## src/rtl/sc_scbc_plm_pkg.sv

```systemverilog
// Shared types and constants for the SCBC ULPI PLL lock monitor.
// Holds the FSM state encoding and the helpers used to size the counters.
package sc_scbc_pkg;

  typedef enum logic [1:0] {
    PLM_OFF    = 2'd0,
    PLM_QUIET  = 2'd1,
    PLM_LOCKED = 2'd2,
    PLM_TMO    = 2'd3
  } plm_state_t;

  localparam int PLM_MIN_SYNC = 2;

  function automatic int plm_max3(input int a, input int b, input int c);
    int m;
    m = (a > b) ? a : b;
    return (m > c) ? m : c;
  endfunction

endpackage

```

## src/rtl/sc_scbc_plm_if.sv

```systemverilog
// PHY-facing and status signals of the lock monitor, bundled for port use.
// The monitor itself takes the master view; whoever drives WAKEUP/DIR takes slave.
interface sc_scbc_plm_if;
  import sc_scbc_pkg::*;

  logic       WAKEUP;
  logic       DIR;
  logic       STAT_CLR;
  logic       ULPIRSTB;
  logic       LOCKED;
  logic       TIMEOUT;
  logic       LOCK_LOST;
  plm_state_t STATE;

  modport master (
    input  WAKEUP, DIR, STAT_CLR,
    output ULPIRSTB, LOCKED, TIMEOUT, LOCK_LOST, STATE
  );

  modport slave (
    output WAKEUP, DIR, STAT_CLR,
    input  ULPIRSTB, LOCKED, TIMEOUT, LOCK_LOST, STATE
  );

endinterface

```

## src/rtl/sc_scbc_sync.sv

```systemverilog
// Single-bit multi-flop synchroniser with async active-low reset.
// RST_VAL lets the DIR path come out of reset reading "high" so lock needs real low samples.
module sc_scbc_sync
  import sc_scbc_pkg::*;
#(
  parameter int   STAGES  = 2,
  parameter logic RST_VAL = 1'b0
) (
  input  logic clk,
  input  logic rst_n,
  input  logic d,
  output logic q
);

  if (STAGES < PLM_MIN_SYNC) begin : g_bad_stages
    $error("sc_scbc_sync: STAGES must be >= %0d", PLM_MIN_SYNC);
  end

  logic [STAGES-1:0] sync_reg;

  always_ff @(posedge clk or negedge rst_n) begin
    if (!rst_n) begin
      sync_reg <= {STAGES{RST_VAL}};
    end else begin
      sync_reg <= {sync_reg[STAGES-2:0], d};
    end
  end

  assign q = sync_reg[STAGES-1];

endmodule

```

## src/rtl/sc_scbc_plm.sv

```systemverilog
// PLL lock monitor for the SCBC ULPI interface: waits for a run of DIR-low samples,
// releases ULPIRSTB, and watches for timeout and stuck-high DIR afterwards.
module sc_scbc_plm
  import sc_scbc_pkg::*;
#(
  parameter int SYNC_STAGES    = 2,
  parameter int LOCK_CYCLES    = 10,
  parameter int TIMEOUT_CYCLES = 4096,
  parameter int STUCK_CYCLES   = 1024,
  parameter int AUTO_RELOCK    = 1
) (
  input  logic          ULPICLK,
  input  logic          SYSRSTB,
  sc_scbc_plm_if.master bus
);

  localparam int CNT_W = $clog2(plm_max3(TIMEOUT_CYCLES, STUCK_CYCLES, LOCK_CYCLES) + 1);

  localparam logic [CNT_W-1:0] LOCK_LAST  = CNT_W'(LOCK_CYCLES - 1);
  localparam logic [CNT_W-1:0] TMO_LAST   = CNT_W'(TIMEOUT_CYCLES - 1);
  localparam logic [CNT_W-1:0] STUCK_LAST = CNT_W'(STUCK_CYCLES - 1);
  localparam logic [CNT_W-1:0] STUCK_SAT  = CNT_W'(STUCK_CYCLES);
  localparam logic [CNT_W-1:0] CNT_ONE    = CNT_W'(1);

  if (SYNC_STAGES < PLM_MIN_SYNC) begin : g_bad_sync
    $error("sc_scbc_plm: SYNC_STAGES must be >= %0d", PLM_MIN_SYNC);
  end
  if (LOCK_CYCLES < 1) begin : g_bad_lock
    $error("sc_scbc_plm: LOCK_CYCLES must be >= 1");
  end
  if (TIMEOUT_CYCLES <= LOCK_CYCLES) begin : g_bad_tmo
    $error("sc_scbc_plm: TIMEOUT_CYCLES must be > LOCK_CYCLES");
  end
  if (STUCK_CYCLES < 2) begin : g_bad_stuck
    $error("sc_scbc_plm: STUCK_CYCLES must be >= 2");
  end
  if ((AUTO_RELOCK != 0) && (AUTO_RELOCK != 1)) begin : g_bad_relock
    $error("sc_scbc_plm: AUTO_RELOCK must be 0 or 1");
  end

  logic wake_s;
  logic dir_s;

  sc_scbc_sync #(
    .STAGES  (SYNC_STAGES),
    .RST_VAL (1'b0)
  ) u_sync_wake (
    .clk   (ULPICLK),
    .rst_n (SYSRSTB),
    .d     (bus.WAKEUP),
    .q     (wake_s)
  );

  sc_scbc_sync #(
    .STAGES  (SYNC_STAGES),
    .RST_VAL (1'b1)
  ) u_sync_dir (
    .clk   (ULPICLK),
    .rst_n (SYSRSTB),
    .d     (bus.DIR),
    .q     (dir_s)
  );

  plm_state_t       state_reg, state_next;
  logic [CNT_W-1:0] lcnt_reg, lcnt_next;
  logic [CNT_W-1:0] tcnt_reg, tcnt_next;
  logic [CNT_W-1:0] scnt_reg, scnt_next;
  logic             ulpirstb_reg, ulpirstb_next;
  logic             locked_reg, locked_next;
  logic             timeout_reg, timeout_next;
  logic             lock_lost_reg, lock_lost_next;
  logic             timeout_set;
  logic             lock_lost_set;

  always_ff @(posedge ULPICLK or negedge SYSRSTB) begin
    if (!SYSRSTB) begin
      state_reg     <= PLM_OFF;
      lcnt_reg      <= '0;
      tcnt_reg      <= '0;
      scnt_reg      <= '0;
      ulpirstb_reg  <= 1'b0;
      locked_reg    <= 1'b0;
      timeout_reg   <= 1'b0;
      lock_lost_reg <= 1'b0;
    end else begin
      state_reg     <= state_next;
      lcnt_reg      <= lcnt_next;
      tcnt_reg      <= tcnt_next;
      scnt_reg      <= scnt_next;
      ulpirstb_reg  <= ulpirstb_next;
      locked_reg    <= locked_next;
      timeout_reg   <= timeout_next;
      lock_lost_reg <= lock_lost_next;
    end
  end

  always_comb begin
    state_next    = state_reg;
    lcnt_next     = lcnt_reg;
    tcnt_next     = tcnt_reg;
    scnt_next     = scnt_reg;
    timeout_set   = 1'b0;
    lock_lost_set = 1'b0;

    // Loss of wakeup overrides every other transition, including a lock on the same edge.
    if (!wake_s) begin
      state_next = PLM_OFF;
      lcnt_next  = '0;
      tcnt_next  = '0;
      scnt_next  = '0;
    end else begin
      case (state_reg)
        PLM_OFF: begin
          state_next = PLM_QUIET;
          lcnt_next  = '0;
          tcnt_next  = '0;
          scnt_next  = '0;
        end

        PLM_QUIET: begin
          tcnt_next = tcnt_reg + CNT_ONE;
          lcnt_next = dir_s ? '0 : (lcnt_reg + CNT_ONE);
          if (!dir_s && (lcnt_reg == LOCK_LAST)) begin
            state_next = PLM_LOCKED;
            scnt_next  = '0;
          end else if (tcnt_reg == TMO_LAST) begin
            state_next  = PLM_TMO;
            timeout_set = 1'b1;
          end
        end

        PLM_LOCKED: begin
          if (!dir_s) begin
            scnt_next = '0;
          end else if (scnt_reg == STUCK_LAST) begin
            lock_lost_set = 1'b1;
            if (AUTO_RELOCK != 0) begin
              state_next = PLM_QUIET;
              lcnt_next  = '0;
              tcnt_next  = '0;
              scnt_next  = '0;
            end else begin
              // Parking above the trigger value keeps a held-high DIR from re-firing.
              scnt_next = STUCK_SAT;
            end
          end else if (scnt_reg != STUCK_SAT) begin
            scnt_next = scnt_reg + CNT_ONE;
          end
        end

        PLM_TMO: begin
          state_next = PLM_TMO;
        end

        default: begin
          state_next = PLM_OFF;
        end
      endcase
    end

    locked_next    = (state_next == PLM_LOCKED);
    ulpirstb_next  = locked_next;
    timeout_next   = timeout_set | (timeout_reg & ~bus.STAT_CLR);
    lock_lost_next = lock_lost_set | (lock_lost_reg & ~bus.STAT_CLR);
  end

  assign bus.ULPIRSTB  = ulpirstb_reg;
  assign bus.LOCKED    = locked_reg;
  assign bus.TIMEOUT   = timeout_reg;
  assign bus.LOCK_LOST = lock_lost_reg;
  assign bus.STATE     = state_reg;

endmodule
```

## src/flat_wrapper.sv

```systemverilog
// flat-port wrapper written by rule: the top's interface ports become plain ports
module sc_scbc_plm_flat import sc_scbc_pkg::*;
#(
  parameter int SYNC_STAGES    = 2,
  parameter int LOCK_CYCLES    = 10,
  parameter int TIMEOUT_CYCLES = 4096,
  parameter int STUCK_CYCLES   = 1024,
  parameter int AUTO_RELOCK    = 1
)
  (ULPICLK, SYSRSTB, bus_WAKEUP, bus_DIR, bus_STAT_CLR, bus_ULPIRSTB, bus_LOCKED, bus_TIMEOUT, bus_LOCK_LOST, bus_STATE);
  sc_scbc_plm_if bus_i ();
  input  logic ULPICLK;
  input  logic SYSRSTB;
  input wire logic [$bits(bus_i.WAKEUP)-1:0] bus_WAKEUP;
  input wire logic [$bits(bus_i.DIR)-1:0] bus_DIR;
  input wire logic [$bits(bus_i.STAT_CLR)-1:0] bus_STAT_CLR;
  output wire logic [$bits(bus_i.ULPIRSTB)-1:0] bus_ULPIRSTB;
  output wire logic [$bits(bus_i.LOCKED)-1:0] bus_LOCKED;
  output wire logic [$bits(bus_i.TIMEOUT)-1:0] bus_TIMEOUT;
  output wire logic [$bits(bus_i.LOCK_LOST)-1:0] bus_LOCK_LOST;
  output wire logic [$bits(bus_i.STATE)-1:0] bus_STATE;
  assign bus_i.WAKEUP = bus_WAKEUP;
  assign bus_i.DIR = bus_DIR;
  assign bus_i.STAT_CLR = bus_STAT_CLR;
  assign bus_ULPIRSTB = bus_i.ULPIRSTB;
  assign bus_LOCKED = bus_i.LOCKED;
  assign bus_TIMEOUT = bus_i.TIMEOUT;
  assign bus_LOCK_LOST = bus_i.LOCK_LOST;
  assign bus_STATE = bus_i.STATE;
  sc_scbc_plm #(.SYNC_STAGES(SYNC_STAGES), .LOCK_CYCLES(LOCK_CYCLES), .TIMEOUT_CYCLES(TIMEOUT_CYCLES), .STUCK_CYCLES(STUCK_CYCLES), .AUTO_RELOCK(AUTO_RELOCK)) u_core (.ULPICLK(ULPICLK), .SYSRSTB(SYSRSTB), .bus(bus_i));
endmodule
```

## config.mk

```make
export PLATFORM = sky130hd
export DESIGN_NAME = sc_scbc_plm_flat
export DESIGN_NICKNAME = d
export VERILOG_FILES = /design/src/rtl/sc_scbc_plm_pkg.sv /design/src/rtl/sc_scbc_plm_if.sv /design/src/rtl/sc_scbc_sync.sv /design/src/rtl/sc_scbc_plm.sv /design/src/flat_wrapper.sv
export SDC_FILE = /design/constraint.sdc
export NUM_CORES = 1
export LEC_CHECK = 0
export BUFFER_PORTS_ARGS = -buffer_cell sky130_fd_sc_hd__buf_2
export CAP_MARGIN = 20
export CORE_AREA = 2 2 107 68
export CTS_BUF_LIST = sky130_fd_sc_hd__clkbuf_4
export DETAILED_ROUTE_END_ITERATION = 7
export DIE_AREA = 0 0 109 70
export PLACE_DENSITY = 0.63
export SYNTH_ARGS = -nofsm -noshare
export SYNTH_HDL_FRONTEND = slang
export SYNTH_SLANG_ARGS = --single-unit
```

## constraint.sdc

```tcl
create_clock -name ULPICLK -period 2.4 [get_ports ULPICLK]
set_input_delay 0 -clock ULPICLK [delete_from_list [all_inputs] [get_ports ULPICLK]]
set_output_delay 0 -clock ULPICLK [all_outputs]
set_load 0.005 [all_outputs]
```

; ---- Word level (Yosys, flattened, before mapping)
; Cells that the tools add are included.
[op_classes]
add_sub_neg = 3
reduce_logical = 5
n_bitwise = 5
mux = 27
n_eq_ne = 13
[ops]
columns = operator, n
row1 = 13-bit two-way mux, 10
row2 = 13-bit case mux with 3 select lines, 3
row3 = "13-bit by 1-bit adder with 13-bit output, second input constant", 3
row4 = "13-bit by 10-bit equality test with 1-bit output, second input constant", 1
row5 = "13-bit by 12-bit equality test with 1-bit output, second input constant", 1
row6 = "13-bit by 4-bit equality test with 1-bit output, second input constant", 1
row7 = "13-bit by 11-bit != test with 1-bit output, second input constant", 1
row8 = 2-bit two-way mux, 5
row9 = 1-bit two-way mux, 8
row10 = 2-bit case mux with 4 select lines, 1
row11 = "2-bit equality test, second input constant", 3
row12 = "3-bit by 2-bit != test with 1-bit output, second input constant", 2
row13 = 3-bit AND reduction, 2
row14 = "5-bit by 3-bit != test with 1-bit output, second input constant", 1
row15 = "4-bit by 1-bit != test with 1-bit output, second input constant", 1
row16 = "3-bit != test, second input constant", 1
row17 = 1-bit AND, 2
row18 = "2-bit by 1-bit equality test with 1-bit output, second input constant", 1
row19 = 2-bit logical NOT, 1
row20 = 1-bit bitwise OR, 2
row21 = 1-bit logical AND, 1
row22 = 1-bit logical NOT, 1
row23 = 1-bit NOT, 1
[word_totals]
ff_bits = 48
elab_cells = 62

; ---- Longest topological paths before layout
[logic_depth]
ltp_word = 6
depth_mapped = 8

; ---- Modules after synthesis
; Synthesis repeated with hierarchy kept, for this count alone.
[hier_totals]
hier_cells = 281
area_unflattened_um2 = 2652.5
[by_module_without_submodules]
columns = module, n_inst, area_each_um2, cells_per_inst, seq_area_each_um2
row1 = sc_scbc_plm, 1, 2549.9, 277, 1101.1
row2 = sc_scbc_sync (u_core.u_sync_dir), 1, 52.6, 2, 52.6
row3 = sc_scbc_sync (u_core.u_sync_wake), 1, 50.0, 2, 50.0

; ---- Worst setup path after synthesis
; OpenSTA, ideal clock, no wires.
[synth_path]
path_kind = register to register
startpoint = register u_core.lcnt_reg[1]
endpoint = register u_core.scnt_reg[0]
arrival_ns = 1.698
path_buffers = 1
path_stages_with_launch = 9
path_slack_ns = 0.578
setup_ns = 0.125
synth_period_minus_slack_ns = 1.822
path_cell_list = dfrtp_1 inv_1 ha_1 nor3b_1 nand4_1 o21ba_1 buf_6 nor2_4 mux2_2
[synth_between]
elab_chain_cells = 4
[synth_rtl]
columns = element, line_no
row1 = "start, declared", sc_scbc_plm.sv:65  ; logic [CNT_W-1:0] lcnt_reg, lcnt_next;
row2 = "start signal, assigned", sc_scbc_plm.sv:87  ; lcnt_reg <= lcnt_next;
row3 = 13-bit by 4-bit equality test with 1-bit output, sc_scbc_plm.sv:123  ; if (!dir_s && (lcnt_reg == LOCK_LAST)) begin
row4 = 1-bit logical AND, sc_scbc_plm.sv:123
row5 = 3-bit by 2-bit != test with 1-bit output (no source line), n/a
row6 = 3-bit AND reduction (no source line), n/a
row7 = "end signal, assigned", sc_scbc_plm.sv:89  ; scnt_reg <= scnt_next;
row8 = "end, declared", sc_scbc_plm.sv:67  ; logic [CNT_W-1:0] scnt_reg, scnt_next;
; No other way between the ends.
; A chain may end at the register's enable or synchronous reset.

; ---- Worst setup path after layout
; Ends and elaborated chain as after synthesis.

==> flow_summary.json <==
{
  "run_status": "completed",
  "cts-root-buf": "clkbuf_4",
  "finalMaxSlewViolations": 0,
  "cts_buffers": 5,
  "r2r-end": "u_core.scnt_reg[0]",
  "cp-end-kind": "flip-flop",
  "clock_latency_ns": 0.36,
  "grt.total_usage_pct": 15.0,
  "clock_skew_ns": 0.00912,
  "finalHoldViolations": 0,
  "reg2regPathDepth": 7,
  "syn2layout_area_growth_pct": 9.76,
  "drc": 0,
  "fin_cells": 378,
  "dieArea_um2": 7630,
  "first_global_vias": 1799,
  "first_pass_iters": 4,
  "layout-drive-gt1-share_pct": 14.3,
  "path_clk_slew_ns": 0.13,
  "synth_ff_type": "dfrtp_1",
  "routed_wl_mm": 5.30,
  "worstHoldStart": "bus_WAKEUP",
  "worst_pin_slew_ns": 0.492,
  "final_common_cell": "dfrtp_1",
  "design.core.area_um2": 6820,
  "vias": 1930,
  "synth_edf_count": 0,
  "synth_seq_cells": 48,
  "cp.required_ns": 2.65,
  "leakage_nw": 1.17,
  "relSlewSlack_pct": 67.1,
  "met1_usage_pct": 24.6,
  "r2r_start": "u_core.lcnt_reg[1]",
  "cts_sinks": 48,
  "fillerInstances": 663,
  "synth_area_um2": 2560,
  "cts_tree": "yes",
  "grt_use_met3_pct": 3.36,
  "hold_end": "u_core.u_sync_wake.sync_reg[0]",
  "syn_area_per_cell_um2": 9.57,
  "grt_busiest_layer": "met1",
  "port-buffer-count": 10,
  "final_cell_mix": "dfrtp_1, o21ai_0, nor2_1",
  "setup_viol": 0,
  "ys_seq_area_share_pct": 46.9,
  "first_iter_violations": 201,
  "htreeDepth": 2,
  "dpl.cell_count": 364,
  "ir_drop_mv": 0.327,
  "rsz0062_at_grt": "no",
  "critPathMaxStageDelay_ns": 0.44,
  "path_class": "reg -> reg",
  "hp-class": "in -> reg",
  "antenna_found_initial": 0,
  "finalSetupTns_ns": 0,
  "gp_congestion": 0.887,
  "setup.worst_path.start_class": "flip-flop",
  "max-cap-violations": 0,
  "grt_overflow": 0,
  "yosys_warnings": 0,
  "slowest_stage": "dfrtp_1",
  "hold_depth": 2,
  "power.density_nw_per_um2": 446,
  "grt_pass1_wl_mm": 8.94,
  "grt_start_max_net_pins": 25,
  "cts_setup_buffers": 0,
  "vias_per_cell": 5.11,
  "dp.final_hpwl_mm": 3.82,
  "ant_nets": 0,
  "die_x_um": 109,
  "clockBufferDepth": 2,
  "r2r_slack_ns": 0.30,
  "syn_inst": 268,
  "fmax_mhz": 476,
  "routedWlPerCell_um": 14.0,
  "worstPathCellList": "inv_1, ha_1, nor3b_1, nand4_1, o21ba_1, nor2_4, mux2_2",
  "ys_types": 55,
  "synthArstFlopShare_pct": 100,
  "start_util_pct": 37.6,
  "fin_crit_sh_pct": 87.5,
  "die_y_um": 70,
  "min_period_ns": 2.10,
  "pin_count": 11,
  "arrival_ns": 2.35,
  "diodes": 0,
  "syn_nets": 278,
  "fp-row-count": 24,
  "met2_usage_pct": 19.6,
  "worstPathMaxFanout": 9,
  "nets": 296
}
final cells by class:
class,count,area [um^2],share of cell area [%]
tap,91,114,4.05
timing repair buffer,20,140,4.98
multi-input combinational,199,1260,44.7
inverter,12,45.0,1.60
clock inverter,2,7.51,0.267
clock buffer,6,45.0,1.60
sequential,48,1200,42.8
cells by family (layout without fill, tap and decap cells):
group / after synthesis / after routing / synth area share (%)
buf+inv: 21 / 40 / 3.95
fa+ha+maj: 5 / 5 / 2.44
simple gates: 117 / 117 / 25.5
xor+xnor: 12 / 12 / 4.10
mux: 2 / 2 / 0.830
compound gates: 63 / 63 / 16.2
flops: 48 / 48 / 46.9
cell usage after synthesis, types with 5 or more instances:
library cell  instances  share of area (%)
inv_1                12                1.8
a31oi_1               5                1.2
nand4_1               9                2.2
nand2_1              22                3.2
ha_1                  5                2.4
and3_1                5                1.2
or3_1                 8                2.0
o21ai_0              30                5.9
dfrtp_1              46                 45
nand3_1              15                2.9
a21oi_1               7                1.4
xnor2_1               9                3.1
nor2_1               23                3.4
how the worst max path moves through the flow:
stage,from,endpoint,slack [ns],cells after the start
global route,u_core.lcnt_reg[1],u_core.scnt_reg[0],0.09,7
floorplan,u_core.lcnt_reg[1],u_core.scnt_reg[0],0.58,8
CTS,u_core.lcnt_reg[1],u_core.scnt_reg[0],0.28,7
detailed placement,u_core.lcnt_reg[1],u_core.scnt_reg[0],0.30,7
finish,u_core.lcnt_reg[1],u_core.scnt_reg[0],0.30,7
global placement,u_core.u_sync_dir.sync_reg[1],u_core.tcnt_reg[7],0.34,5
layer usage:
layer  routed length [um]  part of all wire, %  up-vias
li1                     -                    -      993
met1                 2980                   56      898
met2                 2070                   39       35
met3                  215                  4.1        4
met4                   38                 0.72        0
met5                    0                    0        -
per-stage QoR:
stage	hold WS [ns]	area [um^2]	worst slack [ns]	power (W)	utilization, %
floorplan	-0.296	2560	0.578	0.000868	-
global placement	-0.142	2700	0.343	0.000896	39.6
detailed placement	-0.141	2700	0.297	0.000897	39.6
CTS	0.268	2810	0.282	0.00128	41.3
global route	0.265	2810	0.0950	0.00131	41.3
finish	0.273	2810	0.301	0.00125	41.3
worst max-delay path, delay by kind of cell (launching register included):
kind	cells	cell delay [ns]
muxes	1	0.35
buffers and inverters	1	0.07
and+or+nand+nor	3	0.64
AOI/OAI and AO/OA	1	0.37
DFF	1	0.44
adders and majority gates	1	0.14
report_power, final:
part           switching (W)  internal [W]   total, W
combinational      0.0000383     0.0000227  0.0000610
clock               0.000246      0.000120   0.000366
sequential        0.00000971      0.000817   0.000826
timing repair:
item	4_1_cts	5_1_grt
resized for setup	0	0
hold endpoints to repair	50	0
hold buffers	6	0
No activity file was read; power rests on OpenSTA's default activity.
